### src/rtl/mem_port_arbiter_if.sv
// Bus bundle between the fetch/data requesters, the arbiter and the shared memory port.
// The arbiter uses the slave modport; requesters and the memory use the master modport.
interface mem_port_arbiter_if;
  localparam int unsigned ADDR_W = 32;
  localparam int unsigned DATA_W = 32;
  localparam int unsigned MASK_W = 4;

  logic              i_if_req;
  logic [ADDR_W-1:0] i_if_addr;
  logic              o_if_gnt;
  logic              o_if_rvalid;
  logic [DATA_W-1:0] o_if_rdata;

  logic              i_d_req;
  logic              i_d_wen;
  logic [ADDR_W-1:0] i_d_addr;
  logic [DATA_W-1:0] i_d_wdata;
  logic [MASK_W-1:0] i_d_mask;
  logic              o_d_gnt;
  logic              o_d_rvalid;
  logic [DATA_W-1:0] o_d_rdata;

  logic [ADDR_W-1:0] o_mem_addr;
  logic              o_mem_ren;
  logic              o_mem_wen;
  logic [DATA_W-1:0] o_mem_wdata;
  logic [MASK_W-1:0] o_mem_mask;
  logic [DATA_W-1:0] i_mem_rdata;

  modport slave (
    input  i_if_req, i_if_addr,
    output o_if_gnt, o_if_rvalid, o_if_rdata,
    input  i_d_req, i_d_wen, i_d_addr, i_d_wdata, i_d_mask,
    output o_d_gnt, o_d_rvalid, o_d_rdata,
    output o_mem_addr, o_mem_ren, o_mem_wen, o_mem_wdata, o_mem_mask,
    input  i_mem_rdata
  );

  modport master (
    output i_if_req, i_if_addr,
    input  o_if_gnt, o_if_rvalid, o_if_rdata,
    output i_d_req, i_d_wen, i_d_addr, i_d_wdata, i_d_mask,
    input  o_d_gnt, o_d_rvalid, o_d_rdata,
    input  o_mem_addr, o_mem_ren, o_mem_wen, o_mem_wdata, o_mem_mask,
    output i_mem_rdata
  );
endinterface

### src/rtl/mem_port_arbiter.sv
// Shares one single-port sync memory between instruction fetch and data access; data wins by default.
// Define ARB_STARVE_GUARD_EN to force a fetch grant after STARVE_LIMIT consecutive denied fetch cycles.
module mem_port_arbiter #(
  parameter int unsigned STARVE_LIMIT = 4
) (
  input logic              i_clk,
  input logic              i_rst_n,
  mem_port_arbiter_if.slave bus
);
  localparam int unsigned ADDR_W = 32;
  localparam int unsigned DATA_W = 32;
  localparam int unsigned MASK_W = 4;

  typedef enum logic [1:0] {IDLE, IF_RD, D_RD} state_t;

  if (STARVE_LIMIT < 1 || STARVE_LIMIT > 15) begin : g_bad_limit
    $error("STARVE_LIMIT must be within 1..15");
  end

  state_t state_q;
  state_t state_d;
  logic   if_gnt_c;
  logic   d_gnt_c;
  logic   force_if_c;

`ifdef ARB_STARVE_GUARD_EN
  localparam int unsigned CNT_W = 4;
  logic [CNT_W-1:0] starve_q;

  assign force_if_c = (starve_q == CNT_W'(STARVE_LIMIT)) && bus.i_if_req && bus.i_d_req;

  // Counts consecutive denied fetch cycles; any fetch grant or idle fetch clears it
  always_ff @(posedge i_clk or negedge i_rst_n) begin
    if (!i_rst_n) begin
      starve_q <= '0;
    end else if (bus.i_if_req && !if_gnt_c) begin
      if (starve_q != CNT_W'(STARVE_LIMIT)) starve_q <= starve_q + CNT_W'(1);
    end else begin
      starve_q <= '0;
    end
  end
`else
  assign force_if_c = 1'b0;
`endif

  // Grants are held low during reset regardless of requests
  assign if_gnt_c = i_rst_n && bus.i_if_req && (!bus.i_d_req || force_if_c);
  assign d_gnt_c  = i_rst_n && bus.i_d_req && !force_if_c;

  assign bus.o_if_gnt = if_gnt_c;
  assign bus.o_d_gnt  = d_gnt_c;

  // Memory port mirrors the winner; word-aligned address, zeros when idle
  always_comb begin
    bus.o_mem_addr  = '0;
    bus.o_mem_ren   = 1'b0;
    bus.o_mem_wen   = 1'b0;
    bus.o_mem_wdata = '0;
    bus.o_mem_mask  = '0;
    if (if_gnt_c) begin
      bus.o_mem_addr = {bus.i_if_addr[ADDR_W-1:2], 2'b00};
      bus.o_mem_ren  = 1'b1;
    end else if (d_gnt_c) begin
      bus.o_mem_addr  = {bus.i_d_addr[ADDR_W-1:2], 2'b00};
      bus.o_mem_ren   = !bus.i_d_wen;
      bus.o_mem_wen   = bus.i_d_wen;
      bus.o_mem_wdata = bus.i_d_wdata;
      bus.o_mem_mask  = MASK_W'(bus.i_d_mask);
    end
  end

  always_comb begin
    state_d = IDLE;
    if (if_gnt_c)                   state_d = IF_RD;
    else if (d_gnt_c && !bus.i_d_wen) state_d = D_RD;
  end

  always_ff @(posedge i_clk or negedge i_rst_n) begin
    if (!i_rst_n) state_q <= IDLE;
    else          state_q <= state_d;
  end

  // Read data belongs to whoever was granted a read last cycle
  assign bus.o_if_rvalid = (state_q == IF_RD);
  assign bus.o_d_rvalid  = (state_q == D_RD);
  assign bus.o_if_rdata  = (state_q == IF_RD) ? bus.i_mem_rdata : DATA_W'(0);
  assign bus.o_d_rdata   = (state_q == D_RD)  ? bus.i_mem_rdata : DATA_W'(0);
endmodule

### src/flat_wrapper.sv
// flat-port wrapper written by rule: the top's interface ports become plain ports
module mem_port_arbiter_flat 
#(
  parameter int unsigned STARVE_LIMIT = 4
)
  (i_clk, i_rst_n, bus_i_if_req, bus_i_if_addr, bus_o_if_gnt, bus_o_if_rvalid, bus_o_if_rdata, bus_i_d_req, bus_i_d_wen, bus_i_d_addr, bus_i_d_wdata, bus_i_d_mask, bus_o_d_gnt, bus_o_d_rvalid, bus_o_d_rdata, bus_o_mem_addr, bus_o_mem_ren, bus_o_mem_wen, bus_o_mem_wdata, bus_o_mem_mask, bus_i_mem_rdata);
  mem_port_arbiter_if bus_i ();
  input logic i_clk;
  input logic i_rst_n;
  input wire logic [$bits(bus_i.i_if_req)-1:0] bus_i_if_req;
  input wire logic [$bits(bus_i.i_if_addr)-1:0] bus_i_if_addr;
  output wire logic [$bits(bus_i.o_if_gnt)-1:0] bus_o_if_gnt;
  output wire logic [$bits(bus_i.o_if_rvalid)-1:0] bus_o_if_rvalid;
  output wire logic [$bits(bus_i.o_if_rdata)-1:0] bus_o_if_rdata;
  input wire logic [$bits(bus_i.i_d_req)-1:0] bus_i_d_req;
  input wire logic [$bits(bus_i.i_d_wen)-1:0] bus_i_d_wen;
  input wire logic [$bits(bus_i.i_d_addr)-1:0] bus_i_d_addr;
  input wire logic [$bits(bus_i.i_d_wdata)-1:0] bus_i_d_wdata;
  input wire logic [$bits(bus_i.i_d_mask)-1:0] bus_i_d_mask;
  output wire logic [$bits(bus_i.o_d_gnt)-1:0] bus_o_d_gnt;
  output wire logic [$bits(bus_i.o_d_rvalid)-1:0] bus_o_d_rvalid;
  output wire logic [$bits(bus_i.o_d_rdata)-1:0] bus_o_d_rdata;
  output wire logic [$bits(bus_i.o_mem_addr)-1:0] bus_o_mem_addr;
  output wire logic [$bits(bus_i.o_mem_ren)-1:0] bus_o_mem_ren;
  output wire logic [$bits(bus_i.o_mem_wen)-1:0] bus_o_mem_wen;
  output wire logic [$bits(bus_i.o_mem_wdata)-1:0] bus_o_mem_wdata;
  output wire logic [$bits(bus_i.o_mem_mask)-1:0] bus_o_mem_mask;
  input wire logic [$bits(bus_i.i_mem_rdata)-1:0] bus_i_mem_rdata;
  assign bus_i.i_if_req = bus_i_if_req;
  assign bus_i.i_if_addr = bus_i_if_addr;
  assign bus_o_if_gnt = bus_i.o_if_gnt;
  assign bus_o_if_rvalid = bus_i.o_if_rvalid;
  assign bus_o_if_rdata = bus_i.o_if_rdata;
  assign bus_i.i_d_req = bus_i_d_req;
  assign bus_i.i_d_wen = bus_i_d_wen;
  assign bus_i.i_d_addr = bus_i_d_addr;
  assign bus_i.i_d_wdata = bus_i_d_wdata;
  assign bus_i.i_d_mask = bus_i_d_mask;
  assign bus_o_d_gnt = bus_i.o_d_gnt;
  assign bus_o_d_rvalid = bus_i.o_d_rvalid;
  assign bus_o_d_rdata = bus_i.o_d_rdata;
  assign bus_o_mem_addr = bus_i.o_mem_addr;
  assign bus_o_mem_ren = bus_i.o_mem_ren;
  assign bus_o_mem_wen = bus_i.o_mem_wen;
  assign bus_o_mem_wdata = bus_i.o_mem_wdata;
  assign bus_o_mem_mask = bus_i.o_mem_mask;
  assign bus_i.i_mem_rdata = bus_i_mem_rdata;
  mem_port_arbiter #(.STARVE_LIMIT(STARVE_LIMIT)) u_core (.i_clk(i_clk), .i_rst_n(i_rst_n), .bus(bus_i));
endmodule
### config.mk
export PLATFORM = sky130hd
export DESIGN_NAME = mem_port_arbiter_flat
export DESIGN_NICKNAME = d
export VERILOG_FILES = /design/src/rtl/mem_port_arbiter_if.sv /design/src/rtl/mem_port_arbiter.sv /design/src/flat_wrapper.sv
export SDC_FILE = /design/constraint.sdc
export NUM_CORES = 1
export LEC_CHECK = 0
export BUFFER_PORTS_ARGS = -buffer_cell sky130_fd_sc_hd__buf_2
export CORE_AREA = 2 2 108 110
export CTS_CLUSTER_SIZE = 40
export DETAILED_ROUTE_END_ITERATION = 10
export DIE_AREA = 0 0 110 112
export GPL_ROUTABILITY_DRIVEN = 0
export PLACE_DENSITY = 0.57
export SYNTH_ARGS = -nofsm -noshare
export SYNTH_HDL_FRONTEND = slang
export SYNTH_SLANG_ARGS = --single-unit
### constraint.sdc
create_clock -name i_clk -period 1.23 [get_ports i_clk]
set_clock_uncertainty 0.2 [all_clocks]
set_input_delay 0.1845 -clock i_clk [delete_from_list [all_inputs] [get_ports i_clk]]
set_output_delay 0.1845 -clock i_clk [all_outputs]
set_load 0.02 [all_outputs]
## Yosys cells after proc, flatten, opt, wreduce, memory -nomap -nowiden

Index checks and enable logic that the tools add are counted.

| storage, ports and cells | value |
|---|---|
| memory bits (read-only) | 0 |
| memories | 0 |
| output and inout port bits | 138 |
| memory bits (writable) | 0 |
| bits in latches | 0 |
| logic and storage cells | 23 |
| bits in registers | 2 |

| cells by class | value |
|---|---|
| add/subtract/negate cells | 0 |
| multipliers | 0 |
| shift operators | 0 |
| eq/ne operators | 2 |
| reduce and logical (&&, ||, !) cells | 6 |
| multiplexer cells | 14 |
| $lt $le $gt $ge | 0 |
| divide/modulo/power cells | 0 |
| bitwise gates (word level) | 0 |

Operator list:

| kind | number |
|---|---|
| two-way mux 32 bit | 6 |
| two-way mux 4 bit | 2 |
| logical AND 1 bit | 4 |
| two-way mux 1 bit | 4 |
| two-way mux 2 bit | 2 |
| equality test 2 x 1 -> 1 bit (second input constant) | 1 |
| equality test 2 bit (second input constant) | 1 |
| zero test 1 bit | 2 |

## Longest topological paths before layout

| depth | value |
|---|---|
| depth after elaboration | 4 |
| gate-level depth with buffers | 4 |

## Worst setup path before layout

No wires, ideal clock.

| path | value |
|---|---|
| kind | reg-to-output |
| start point | register u_core.state_q[0] |
| end point | output bus_o_d_rdata[22] |
| arrival time | 1.056 ns |
| required time | 0.846 ns |
| stages on the path, launching flop included | 4 |
| path slack | -0.210 ns |
| cell sequence | dfrtp_1 -> and2b_1 -> buf_2 -> and2_1 |

| between the ends | value |
|---|---|
| cells in the longest elaborated chain, start to end | 2 |

RTL lines:

| element | RTL line | RTL |
|---|---|---|
| from (decl) | mem_port_arbiter.sv:20 | `state_t state_q;` |
| from (signal assigned) | mem_port_arbiter.sv:80 | `else state_q <= state_d;` |
| equality test 2 bit | - |  |
| named net bus_o_d_rvalid | flat_wrapper.sv:21 | `output wire logic [$bits(bus_i.o_d_rvalid)-1:0] bus_o_d_rvalid;` |
| two-way mux 32 bit | mem_port_arbiter.sv:87 | `assign bus.o_d_rdata = (state_q == D_RD) ? bus.i_mem_rdata : DATA_W'(0);` |
| to (decl) | flat_wrapper.sv:22 | `output wire logic [$bits(bus_i.o_d_rdata)-1:0] bus_o_d_rdata;` |

The timed path passes the listed nets, and every way through them passes these cells.

## Worst setup path in the final report

| path | value |
|---|---|
| start point | register u_core.state_q[0] |
| end point | output bus_o_d_rdata[5] |

| between the ends | value |
|---|---|
| cells in the longest elaborated chain, start to end | 2 |

RTL lines:

| element | RTL line |
|---|---|
| equality test 2 bit | mem_port_arbiter.sv:87 |
| two-way mux 32 bit | mem_port_arbiter.sv:87 |

Every way passes these cells.

==> impl_metrics.json <==
{
  "status": "finished with violations",
  "failed_checks": "setup timing",
  "placed_area_sq_um": 2850,
  "fill_cells": 1021,
  "p_int_mw": 1.33,
  "drt_iter0_drc": 80,
  "slew_viol_final": 0,
  "synth-seq-cells": 2,
  "clock_power_share_pct": 23.7,
  "hp-class": "input port to async pin",
  "die-height_um": 112,
  "initial_core_util_pct": 10.6,
  "multi_input_area_sq_um": 1400,
  "postSynthAreaPerCell_sq_um": 7.00,
  "cts_num_sinks": 2,
  "yosysWarningCount": 0,
  "grt_pass1_vias": 2573,
  "numCtsBuffers": 3,
  "largest_reg_flops": 2,
  "core.rowCount": 39,
  "netSwitchingFraction_pct": 34.9,
  "fmax_ghz": 0.588,
  "clockBufferDepth": 2,
  "p_leak_nw": 2.41,
  "grt_use_total_pct": 13.4,
  "core_sq_um": 11200,
  "cp-end-kind": "output port",
  "crit_arrival_ns": 1.31,
  "seqPwrFrac_pct": 3.4,
  "regMostFlops": "u_core.state_q",
  "ios": 275,
  "ir_drop_uv": 225,
  "clock-root-buffer": "clkbuf_16",
  "finalCriticalPeriod_ns": 1.70,
  "antennaDiodeCount": 0,
  "drive_gt1_share_pct": 94.9,
  "largestRegisters": "u_core.state_q: 2 flops",
  "register_area_sq_um": 50.0,
  "tns_ns": -44.90,
  "routed_wl_um": 9960,
  "power.density_nw_per_um2": 444,
  "antenna_found_initial": 0,
  "portBuffers": 268,
  "utilization_pct": 41.1,
  "fin_nets": 594,
  "grt_pass1_wl_um": 13200,
  "clk_pin_slew_ns": 0.03,
  "cts_max_level": 1,
  "synthDistinctLibCells": 16,
  "area_delta_synth_final_pct": 286,
  "finalCritPeriodShare_pct": 138,
  "hpwl_um": 5760,
  "dr.pass1.iters": 4,
  "finalHoldViolations": 0,
  "mostFrequentLayoutCells": "140 x buf_6, 130 x buf_2, 64 x and2_4",
  "routed-via-count": 2544,
  "setup_violations": 128,
  "wl_per_cell_um": 16.6,
  "ys_seq_area_share_pct": 4.21,
  "critPathMaxFanout": 8,
  "final_area_sq_um": 4590,
  "dp_slack_ns": -0.988,
  "p_comb_share_pct": 72.9,
  "drc_errors": 0,
  "grt_max_degree": 34,
  "max_cap_violations": 0,
  "grt.overflow.total": 0,
  "postSynthCellCount": 170,
  "ant_nets": 0,
  "cts_tree": "yes",
  "worstSetupPathType": "flop to output port",
  "worst_slack_ns": -0.469,
  "holdWs_ns": 0.367,
  "cp.required_ns": 0.85,
  "vias_per_cell": 4.25,
  "fp.dieW_um": 110,
  "startpoint_type": "flop",
  "rsz0062_at_grt": "true",
  "power.switching_mw": 0.709,
  "netlist_area_sq_um": 1190,
  "final_common_cell": "buf_6",
  "die_area_sq_um": 12300
}
==> final cells by class <==
class / count / area share [%]
Clock buffer: 3 / 1.64
Inverter: 1 / 0.0818
Multi-Input combinational cell: 143 / 30.5
Sequential cell: 2 / 1.09
Tap cell: 143 / 3.90
Timing Repair Buffer: 306 / 62.8
==> stage by stage <==
step	total power [mW]	instances
floorplan	0.594	171
CTS	1.94	591
finish	2.04	598
global placement	0.985	565
global route	2.13	598
detailed placement	0.999	565
==> layer usage <==
layer	vias to the layer above	share of wire, %	track usage (%)
met2	172	55	26.6
met1	1171	36	14.5
met4	0	0.53	2.36
met5	-	0	0
li1	1197	-	-
met3	4	8.3	2.22
==> logic make-up after synthesis <==
| group | synth area share, % |
|---|---|
| flops | 4.21 |
| buf+inv | 12.5 |
| compound gates | 25.7 |
| simple gates | 57.3 |
| other cells | 0.315 |
==> timing repair <==
| item | CTS | global route |
|---|---|---|
| buffers inserted | 11 | 8 |
| setup endpoints to repair | 136 | 135 |
| gates cloned | 10 | 7 |
| pin swaps | 4 | 9 |
| resized for setup | 293 | 80 |
| endpoints found under the hold margin | 3 | 0 |
| hold buffers | 2 | 0 |
==> worst max-delay path, cell delays in order, from the launching register on <==
cell and delay (ns):
dfrtp_1 0.35, and2b_4 0.32, clkbuf_16 0.18, and2_4 0.14, buf_6 0.11
==> cells in the mapped netlist (all sizes together) <==
cell type,count,area share (%)
and2b,2,1.3
buf,13,8.0
a32o,30,25
conb,1,0.32
inv,1,0.32
and3,37,19
dfrtp,2,4.2
nor2b,2,1.1
nand2b,2,1.1
and2,65,34
clkbuf,13,4.2
nor2,1,0.32
a21oi,1,0.42
==> power by group through the flow <==
stage | sequential (mW) | combinational [mW] | clock [mW]
6_report | 0.0698 | 1.48 | 0.482
5_1_grt | 0.0702 | 1.56 | 0.496
4_1_cts | 0.0698 | 1.38 | 0.491
3_5_place_dp | 0.0704 | 0.929 | 0
3_3_place_gp | 0.0703 | 0.915 | 0
2_1_floorplan | 0.0702 | 0.524 | 0
==> path summary, 6_finish.rpt <==
path | depth (start not counted) | slack (ns) | start | to
worst max-delay path | 4 | -0.47 | u_core.state_q[0]$_DFF_PN0_ | bus_o_d_rdata[5]
worst min-delay path | 3 | 0.37 | i_rst_n | u_core.state_q[1]$_DFF_PN0_
min in group i_clk | 5 | 0.38 | i_rst_n | u_core.state_q[0]$_DFF_PN0_
max in group asynchronous | 3 | 0.34 | i_rst_n | u_core.state_q[0]$_DFF_PN0_
No activity file was read; power rests on OpenSTA's default activity.
